**src/rtl/arc_pkg.sv**
```systemverilog
// Shared execute-stage definitions for the multiply/divide unit.
// Holds the R-type funct codes it decodes, the AluOp class that enables it,
// the FSM state type, and a helper that flags the HI/LO family of functs.
package arc_pkg;
  localparam logic [5:0] FN_MFHI  = 6'd16;
  localparam logic [5:0] FN_MTHI  = 6'd17;
  localparam logic [5:0] FN_MFLO  = 6'd18;
  localparam logic [5:0] FN_MTLO  = 6'd19;
  localparam logic [5:0] FN_MULT  = 6'd24;
  localparam logic [5:0] FN_MULTU = 6'd25;
  localparam logic [5:0] FN_DIV   = 6'd26;
  localparam logic [5:0] FN_DIVU  = 6'd27;

  localparam logic [1:0] ALUOP_RTYPE = 2'b10;

  typedef enum logic [1:0] {IDLE, MUL, DIV, FIX} muldiv_state_t;

  // True for every funct this unit owns (HI/LO moves and mul/div).
  function automatic logic is_muldiv(input logic [5:0] fn);
    return fn inside {FN_MFHI, FN_MTHI, FN_MFLO, FN_MTLO,
                      FN_MULT, FN_MULTU, FN_DIV, FN_DIVU};
  endfunction
endpackage

```
**src/rtl/e_div_core.sv**
```systemverilog
// Iterative unsigned restoring divider, one quotient bit per cycle.
// Ports:
//   i_clk, i_rst_n   clock, synchronous active-low reset
//   i_start          load operands and begin (DW iterations follow)
//   i_dividend       unsigned dividend
//   i_divisor        unsigned divisor (0 yields all-ones quotient)
//   o_done           high during the final iteration cycle
//   o_quotient       quotient, valid the cycle after o_done
//   o_remainder      remainder, valid the cycle after o_done
module e_div_core #(
  parameter int DW    = 32,
  parameter int CNT_W = 6
) (
  input  logic          i_clk,
  input  logic          i_rst_n,
  input  logic          i_start,
  input  logic [DW-1:0] i_dividend,
  input  logic [DW-1:0] i_divisor,
  output logic          o_done,
  output logic [DW-1:0] o_quotient,
  output logic [DW-1:0] o_remainder
);
  logic             r_run;
  logic [CNT_W-1:0] r_cnt;
  logic [DW-1:0]    r_quo, r_rem, r_dvs;
  logic [DW:0]      w_shift;
  logic             w_ge;
  logic [DW-1:0]    w_diff;

  // Partial remainder shifted left with the next dividend bit brought in.
  // When it is >= divisor the true difference is below 2**DW, so the
  // low DW bits of the modular subtraction are exact.
  assign w_shift = {r_rem, r_quo[DW-1]};
  assign w_ge    = w_shift >= {1'b0, r_dvs};
  assign w_diff  = w_shift[DW-1:0] - r_dvs;
  assign o_done  = r_run && (r_cnt == CNT_W'(DW-1));

  assign o_quotient  = r_quo;
  assign o_remainder = r_rem;

  always_ff @(posedge i_clk) begin
    if (!i_rst_n) begin
      r_run <= 1'b0;
      r_cnt <= '0;
      r_quo <= '0;
      r_rem <= '0;
      r_dvs <= '0;
    end else if (i_start) begin
      r_run <= 1'b1;
      r_cnt <= '0;
      r_quo <= i_dividend;
      r_rem <= '0;
      r_dvs <= i_divisor;
    end else if (r_run) begin
      // Quotient register doubles as the dividend shift register.
      r_quo <= {r_quo[DW-2:0], w_ge};
      r_rem <= w_ge ? w_diff : w_shift[DW-1:0];
      r_cnt <= r_cnt + 1'b1;
      if (o_done) r_run <= 1'b0;
    end
  end
endmodule

```
**src/rtl/e_muldiv.sv**
```systemverilog
// Execute-stage multi-cycle multiply/divide unit; owns architectural HI/LO.
// Serves MFHI/MFLO/MTHI/MTLO and runs MULT/MULTU/DIV/DIVU iteratively.
// Build option: MULDIV_FAST_MUL_EN -> single-cycle DW x DW multiplier
//   (MUL state skipped, HI/LO written one cycle after accept).
// Ports:
//   i_clk, i_rst_n    clock, synchronous active-low reset
//   i_con_Valid       execute instruction valid
//   i_con_Flush       squash execute instruction this cycle
//   i_con_AluOp       AluOp; only [1:0]==R-type is acted on
//   i_con_FuncCode    R-type funct
//   i_dat_Rs/Rt       operands
//   o_con_Stall       hold IF/ID/EX (dependent op while busy)
//   o_con_Busy        mul/div in flight
//   o_dat_Result      MFHI/MFLO read data, 0 otherwise
module e_muldiv import arc_pkg::*; #(
  parameter int DW    = 32,
  parameter int CNT_W = 6
) (
  input  logic          i_clk,
  input  logic          i_rst_n,
  input  logic          i_con_Valid,
  input  logic          i_con_Flush,
  input  logic [5:0]    i_con_AluOp,
  input  logic [5:0]    i_con_FuncCode,
  input  logic [DW-1:0] i_dat_Rs,
  input  logic [DW-1:0] i_dat_Rt,
  output logic          o_con_Stall,
  output logic          o_con_Busy,
  output logic [DW-1:0] o_dat_Result
);
  muldiv_state_t    r_state, w_next;
  logic [DW-1:0]    r_hi, r_lo, r_rs_raw;
  logic [2*DW-1:0]  r_prod;
  logic [CNT_W-1:0] r_cnt;
  logic             r_is_div, r_neg_pq, r_neg_r, r_div0;

  logic             w_md, w_acc, w_signed, w_sa, w_sb, w_is_mul, w_is_div;
  logic [DW-1:0]    w_mag_a, w_mag_b;
  logic             w_div_done;
  logic [DW-1:0]    w_quo, w_rem, w_quo_fix, w_rem_fix;
  logic [2*DW-1:0]  w_prod_fix;
  logic             w_unused_aluop;

  assign w_unused_aluop = ^i_con_AluOp[5:2];

  assign w_md        = (i_con_AluOp[1:0] == ALUOP_RTYPE) && is_muldiv(i_con_FuncCode);
  assign o_con_Busy  = (r_state != IDLE);
  assign o_con_Stall = o_con_Busy & i_con_Valid & w_md;
  assign w_acc       = i_con_Valid & ~i_con_Flush & w_md & ~o_con_Stall;

  assign w_is_mul = (i_con_FuncCode == FN_MULT) || (i_con_FuncCode == FN_MULTU);
  assign w_is_div = (i_con_FuncCode == FN_DIV)  || (i_con_FuncCode == FN_DIVU);
  assign w_signed = (i_con_FuncCode == FN_MULT) || (i_con_FuncCode == FN_DIV);
  assign w_sa     = w_signed & i_dat_Rs[DW-1];
  assign w_sb     = w_signed & i_dat_Rt[DW-1];
  assign w_mag_a  = w_sa ? -i_dat_Rs : i_dat_Rs;
  assign w_mag_b  = w_sb ? -i_dat_Rt : i_dat_Rt;

  always_comb begin
    o_dat_Result = '0;
    if (w_acc && i_con_FuncCode == FN_MFHI)      o_dat_Result = r_hi;
    else if (w_acc && i_con_FuncCode == FN_MFLO) o_dat_Result = r_lo;
  end

  e_div_core #(.DW(DW), .CNT_W(CNT_W)) u_div (
    .i_clk       (i_clk),
    .i_rst_n     (i_rst_n),
    .i_start     (w_acc & w_is_div),
    .i_dividend  (w_mag_a),
    .i_divisor   (w_mag_b),
    .o_done      (w_div_done),
    .o_quotient  (w_quo),
    .o_remainder (w_rem)
  );

  assign w_prod_fix = r_neg_pq ? -r_prod : r_prod;
  assign w_quo_fix  = r_neg_pq ? -w_quo  : w_quo;
  assign w_rem_fix  = r_neg_r  ? -w_rem  : w_rem;

`ifndef MULDIV_FAST_MUL_EN
  // Shift-add: r_prod starts as {0, multiplier}; each step conditionally
  // adds the multiplicand to the upper half and shifts right by one.
  logic [DW-1:0] r_mcand;
  logic [DW:0]   w_add;
  assign w_add = {1'b0, r_prod[2*DW-1:DW]} + {1'b0, (r_prod[0] ? r_mcand : '0)};
`endif

  always_comb begin
    w_next = r_state;
    case (r_state)
      IDLE: begin
        if (w_acc && w_is_div) w_next = DIV;
`ifdef MULDIV_FAST_MUL_EN
        else if (w_acc && w_is_mul) w_next = FIX;
`else
        else if (w_acc && w_is_mul) w_next = MUL;
`endif
      end
      MUL:     if (r_cnt == CNT_W'(DW-1)) w_next = FIX;
      DIV:     if (w_div_done) w_next = FIX;
      FIX:     w_next = IDLE;
      default: w_next = IDLE;
    endcase
  end

  always_ff @(posedge i_clk) begin
    if (!i_rst_n) begin
      r_state  <= IDLE;
      r_hi     <= '0;
      r_lo     <= '0;
      r_rs_raw <= '0;
      r_prod   <= '0;
      r_cnt    <= '0;
      r_is_div <= 1'b0;
      r_neg_pq <= 1'b0;
      r_neg_r  <= 1'b0;
      r_div0   <= 1'b0;
`ifndef MULDIV_FAST_MUL_EN
      r_mcand  <= '0;
`endif
    end else begin
      r_state <= w_next;
      if (w_acc) begin
        r_cnt <= '0;
        if (i_con_FuncCode == FN_MTHI) r_hi <= i_dat_Rs;
        if (i_con_FuncCode == FN_MTLO) r_lo <= i_dat_Rs;
        if (w_is_mul) begin
          r_is_div <= 1'b0;
          r_neg_pq <= w_sa ^ w_sb;
`ifdef MULDIV_FAST_MUL_EN
          r_prod   <= {{DW{1'b0}}, w_mag_a} * {{DW{1'b0}}, w_mag_b};
`else
          r_prod   <= {{DW{1'b0}}, w_mag_b};
          r_mcand  <= w_mag_a;
`endif
        end
        if (w_is_div) begin
          r_is_div <= 1'b1;
          r_neg_pq <= w_sa ^ w_sb;
          r_neg_r  <= w_sa;
          r_div0   <= (i_dat_Rt == '0);
          r_rs_raw <= i_dat_Rs;
        end
      end else begin
        case (r_state)
`ifndef MULDIV_FAST_MUL_EN
          MUL: begin
            r_prod <= {w_add, r_prod[DW-1:1]};
            r_cnt  <= r_cnt + 1'b1;
          end
`endif
          FIX: begin
            if (!r_is_div) begin
              r_hi <= w_prod_fix[2*DW-1:DW];
              r_lo <= w_prod_fix[DW-1:0];
            end else if (r_div0) begin
              // Divide by zero: no trap, dividend passes through to HI.
              r_hi <= r_rs_raw;
              r_lo <= '1;
            end else begin
              r_hi <= w_rem_fix;
              r_lo <= w_quo_fix;
            end
          end
          default: ;
        endcase
      end
    end
  end
endmodule
```
**config.mk**
```make
export PLATFORM = sky130hd
export DESIGN_NAME = e_muldiv
export DESIGN_NICKNAME = d
export VERILOG_FILES = /design/src/rtl/arc_pkg.sv /design/src/rtl/e_div_core.sv /design/src/rtl/e_muldiv.sv
export SDC_FILE = /design/constraint.sdc
export NUM_CORES = 1
export LEC_CHECK = 0
export BUFFER_PORTS_ARGS = -buffer_cell sky130_fd_sc_hd__buf_2
export CELL_PAD_IN_SITES_DETAIL_PLACEMENT = 1
export CELL_PAD_IN_SITES_GLOBAL_PLACEMENT = 2
export CORE_ASPECT_RATIO = 1.25
export CORE_MARGIN = 3
export CORE_UTILIZATION = 30
export CTS_CLUSTER_DIAMETER = 200
export DETAILED_ROUTE_END_ITERATION = 12
export PLACE_DENSITY = 0.77
export SLEW_MARGIN = 20
export SYNTH_ARGS = -nofsm -noshare
export SYNTH_HDL_FRONTEND = slang
export SYNTH_SLANG_ARGS = --single-unit
```
**constraint.sdc**
```tcl
create_clock -name i_clk -period 4 [get_ports i_clk]
set_input_delay 0.2 -clock i_clk [delete_from_list [all_inputs] [get_ports i_clk]]
set_output_delay 0.2 -clock i_clk [all_outputs]
set_load 0.02 [all_outputs]
```
# Yosys cells after proc, flatten, opt, wreduce, memory -nomap -nowiden
# Index checks and enable logic that the tools add are counted.
# op_classes
addsub,9
n_lt_le_gt_ge,1
mux,36
n_eq_ne,20
n_reduce_logical,26
n_bitwise,12
# op_table
cell,n
2-to-1 mux 32 bit,20
2-to-1 mux 64 bit,4
negation 32 bit,4
negation 64 bit,1
equality test 6 x 5 -> 1 bit (second input constant),10
adder 32 x 32 -> 33 bit,1
greater-or-equal comparator 33 x 32 -> 1 bit,1
logical NOT 32 bit,1
subtractor 32 bit,1
adder 6 x 1 -> 6 bit (second input constant),2
AND reduction 2 bit,6
nonzero test 2 bit,5
bitwise AND 1 bit,8
2-to-1 mux 2 bit,4
inequality test 2 x 1 -> 1 bit (second input constant),4
one-hot mux 2 bit (4 select lines),1
nonzero test 8 bit,1
2-to-1 mux 1 bit,7
equality test 2 bit (second input constant),3
logical AND 1 bit,6
OR reduction 2 bit,2
logical OR 1 bit,3
inequality test 3 bit (second input constant),1
inverter 1 bit,3
5 further kinds,5
# word_totals
ff_bits,307

# Logic depth before layout (Yosys ltp)
# depth
depth_word,10
depth_mapped,14

# Hierarchy
# Synthesis repeated with hierarchy kept, for this count alone.
# hier_totals
cells_unflattened,2813
area_unflattened_um2,21494.4
# modules_own_cells
module,seq_area_each_um2,area_per_inst_um2,cells_per_inst,instances
e_muldiv,4083.9,15178.3,2052,1
e_div_core,2062.0,6316.1,761,1

# Worst setup path before layout
# OpenSTA, ideal clock, no wires.
# synth_timing
kind,flip-flop to flip-flop
startpoint,register r_prod[33]
endpoint,register r_hi[25]
t_arrival_ns,3.022
setup_slack_ns,0.856
t_required_ns,3.878
n_path_buf,1
period_less_slack_ns,3.144
path_stages_with_launch,10
path_cell_list,dfxtp_1 -> or4_4 -> or3_1 -> or4_4 -> or3_1 -> buf_6 -> or2_4 -> o31ai_4 -> xnor2_1 -> o311a_1
# synth_between
elab_chain_len,5
# synth_lines
item,line_no,source
from (decl),e_muldiv.sv:33,logic [2*DW-1:0] r_prod;
from (signal assigned),e_muldiv.sv:133,"r_prod <= {{DW{1'b0}}, w_mag_b};"
from (signal assigned),e_muldiv.sv:148,"r_prod <= {w_add, r_prod[DW-1:1]};"
negation 64 bit,e_muldiv.sv:76,assign w_prod_fix = r_neg_pq ? -r_prod : r_prod;
2-to-1 mux 64 bit,e_muldiv.sv:76,
2-to-1 mux 32 bit,e_muldiv.sv:153,if (!r_is_div) begin
2-to-1 mux 32 bit,e_muldiv.sv:145,case (r_state)
2-to-1 mux 32 bit,e_muldiv.sv:123,if (w_acc) begin
to (signal assigned),e_muldiv.sv:125,if (i_con_FuncCode == FN_MTHI) r_hi <= i_dat_Rs;
to (signal assigned),e_muldiv.sv:154,r_hi <= w_prod_fix[2*DW-1:DW];
to (signal assigned),e_muldiv.sv:158,r_hi <= r_rs_raw;
to (decl),e_muldiv.sv:32,"logic [DW-1:0] r_hi, r_lo, r_rs_raw;"
# No other way between the ends. The select of a mux whose other input is x is not followed.
# A chain may end at the register's enable or synchronous reset.

# Worst setup path after layout
# layout_timing
startpoint,register r_prod[0]
endpoint,register r_prod[49]
# layout_between
elab_chain_len,4
# layout_lines
item,line_no,source
2-to-1 mux 32 bit,e_muldiv.sv:85,"assign w_add = {1'b0, r_prod[2*DW-1:DW]} + {1'b0, (r_prod[0] ? r_mcand : '0)};"
adder 32 x 32 -> 33 bit,e_muldiv.sv:85,
2-to-1 mux 64 bit,e_muldiv.sv:145,
2-to-1 mux 64 bit,e_muldiv.sv:123,
# No other way between the ends. The select of a mux whose other input is x is not followed.

==> impl_metrics.json <==
{
  "drtIter0Drc": 1503,
  "power_density_nw_per_um2": 329,
  "setup_viol": 0,
  "hold_violations": 0,
  "clk_latency_ns": 0.57,
  "place_congestion": 0.964,
  "synthesis.area_um2": 21400,
  "r2r_end": "r_prod[49]",
  "synth_flop_cell": "dfxtp_1",
  "slowest_stage": "a22oi_1",
  "grt.total_usage": 0.238,
  "grt_first_pass_wirelength_um": 138000,
  "p_leak_uw": 0.0105,
  "seq_power_share": 0.393,
  "end_kind": "flop",
  "fmax_ghz": 0.282,
  "synth_area_leader_cell": "dfxtp_1",
  "design_area_um2": 24500,
  "synthCells": 2789,
  "grt_pass1_vias": 22200,
  "required_ns": 4.45,
  "p_switching_uw": 2310,
  "period_minus_slack_ns": 3.55,
  "endpoint": "r_prod[49]",
  "clkSlewWorstSetupHoldPaths_ns": 0.07,
  "drt-pass1-iter-count": 7,
  "hold_ws_ns": 0.0317,
  "cts_buffer_depth": 3,
  "r2r_slack_ns": 0.45,
  "cap_violations": 0,
  "ys_ff_latch": 307,
  "critPathKind": "flop to flop",
  "synth_edf_count": 0,
  "setup.worst_path.start": "r_prod[0]",
  "cts_tree": "done",
  "io_buffers": 109,
  "crit_family": "compound AO/OA/AOI/OAI gates",
  "r2r_cells": 13,
  "fin_cells": 3794,
  "num_io_pins": 114,
  "yosys_warnings": 0,
  "antenna_found_initial": 9,
  "p_comb_frac": 0.142,
  "slew_violations": 0,
  "dp_hpwl_um": 69600,
  "via_per_inst": 5.74,
  "routedWlPerCell_um": 24.1,
  "antenna_left": 0,
  "skew_ns": 0.0240,
  "synthArstFlopShare": 0,
  "syn_to_final_growth_pct": 14.6,
  "p_clk_frac": 0.465,
  "seq_area_frac_synth": 0.287,
  "hold_path_class": "primary input to flop",
  "r2r-start": "r_prod[0]",
  "cts_root_buf": "clkbuf_16",
  "setup.worst_path.start_class": "flop",
  "p_sw_frac": 0.286,
  "grt_max_degree": 162,
  "die_w_um": 245,
  "period_share": 0.887,
  "p_int_uw": 5770,
  "fillers": 8450,
  "cts_buffers": 37,
  "avgSynthCellArea_um2": 7.68,
  "tns_ns": 0,
  "status": "completed",
  "routed_wl_um": 91500,
  "ys_types": 80,
  "drive_above_1_share": 0.0978,
  "peakVddDrop_v": 0.000196,
  "slowest_delay_ns": 0.45,
  "post-synth-top-area-fraction": 0.287,
  "htreeDepth": 2,
  "worst-path-stages": 13,
  "die_area_um2": 74700,
  "drc": 0,
  "cts.sinks": 307,
  "cp_cell_sequence": "buf_4 -> and2_1 -> ha_1 -> inv_1 -> fa_1 -> nor2b_1 -> o31ai_1 -> a22oi_1 -> a31oi_1 -> o21ai_0 -> a21oi_1 -> mux2i_1 -> nand2_1",
  "relSlewSlack": 0.229,
  "overflow": 0,
  "die-height_um": 305,
  "synth_area_leaders": "dfxtp_1 29%, nand2_1 7.4%, xnor2_1 6.1%",
  "dpl.cell_count": 3697,
  "route.vias.total": 21800,
  "cp_max_fo": 36,
  "nets": 2983,
  "design.core.area_um2": 70100,
  "worst_slew_pin_slew_ns": 1.16,
  "crit_arrival_ns": 4.00,
  "rsz0062_at_grt": "no",
  "postSynthNetCount": 2946,
  "placed_area_um2": 23000,
  "worst-path-buf-inv": 2,
  "start_util": 0.306,
  "fp-row-count": 108
}
-- metrics by stage --
stage | worst slack [ns] | total power, µW | util
finish | 0.450 | 8080 | 0.350
global route | 0.219 | 8360 | 0.350
CTS | 0.499 | 8150 | 0.350
detailed placement | 0.517 | 4360 | 0.328
global placement | 0.598 | 4320 | 0.328
floorplan | 0.856 | 3880 | -
-- flip-flops by register name, summed over array words and instances (netlist names) --
signal,count
r_is_div,1
r_neg_pq,1
r_prod,64
u_div.r_cnt,6
u_div.o_quotient,32
r_mcand,32
r_neg_r,1
u_div.r_dvs,32
r_cnt,6
r_state,2
r_hi,32
u_div.o_remainder,32
u_div.r_run,1
r_lo,32
r_rs_raw,32
r_div0,1
-- repair_timing --
action,in CTS,in global routing
setup endpoints to repair,0,0
resized for setup,0,0
hold endpoints to repair,32,0
hold buffers,25,0
buffers inserted,0,0
-- how the worst min path moves through the flow --
| stage | startpoint | endpoint | slack, ns | depth (start not counted) |
|---|---|---|---|---|
| floorplan | i_dat_Rs[11] | r_rs_raw[11] | 0.34 | 2 |
| global placement | r_hi[4] | r_hi[4] | 0.45 | 2 |
| detailed placement | r_hi[4] | r_hi[4] | 0.45 | 2 |
| CTS | i_dat_Rs[25] | r_rs_raw[25] | 0.002 | 3 |
| global route | i_dat_Rs[25] | r_rs_raw[25] | 0.03 | 3 |
| finish | i_dat_Rs[18] | r_rs_raw[18] | 0.03 | 3 |
-- cell families after synthesis --
kind of cell / Yosys count / synth area share
muxes: 54 / 0.0255
buffers and inverters: 279 / 0.0493
and+or+nand+nor: 987 / 0.225
adders and majority gates: 77 / 0.0457
AOI/OAI and AO/OA: 848 / 0.271
xor gates and xnor gates: 237 / 0.0969
DFF: 307 / 0.287
-- layout make-up --
class / count / area (µm²) / share of cell area
timing repair buffer: 197 / 1310 / 0.0535
tap: 935 / 1170 / 0.0477
clock inverter: 11 / 214 / 0.00872
clock buffer: 55 / 1100 / 0.0447
sequential: 307 / 6150 / 0.251
antenna: 6 / 15.0 / 0.000612
multi-input combinational: 2203 / 14300 / 0.582
inverter: 80 / 300 / 0.0122
-- per-layer routing --
metal,vias up,GRT usage,part of all wire
met3,195,0.0272,0.041
met5,-,0,0.00047
met4,6,0.131,0.064
met1,10800,0.291,0.42
met2,523,0.407,0.48
li1,10200,-,-
-- power by group through the flow --
stage / sequential [µW] / clock, µW / combinational [µW]
CTS: 3170 / 3830 / 1150
floorplan: 3220 / 0 / 662
finish: 3170 / 3760 / 1150
detailed placement: 3240 / 0 / 1120
global placement: 3230 / 0 / 1090
global route: 3180 / 3950 / 1230
-- worst min-delay path, stage by stage --
cell and delay, ns:
buf_2 0.18, nand2_1 0.08, a21boi_0 0.07
-- cell usage in the layout (no fill, tap or decap), drive strengths merged, types with 55 or more instances in the layout --
cell      n
xnor2   149
o211a    63
nor2    116
buf     172
inv      81
dfxtp   307
xor2     88
nand3    80
a21oi   177
nand2   425
clkbuf   55
o21ai   208
ha       75
-- synth_stat cells (50+ instances only) --
master    count
o211a_1      63
a21oi_1     177
inv_1        80
ha_1         75
nor2_1      116
nand2_1     425
clkbuf_1    182
xor2_1       88
xnor2_1     149
mux2i_1      50
nand3_1      79
o21ai_0     205
dfxtp_1     307
No activity file was read; power rests on OpenSTA's default activity.
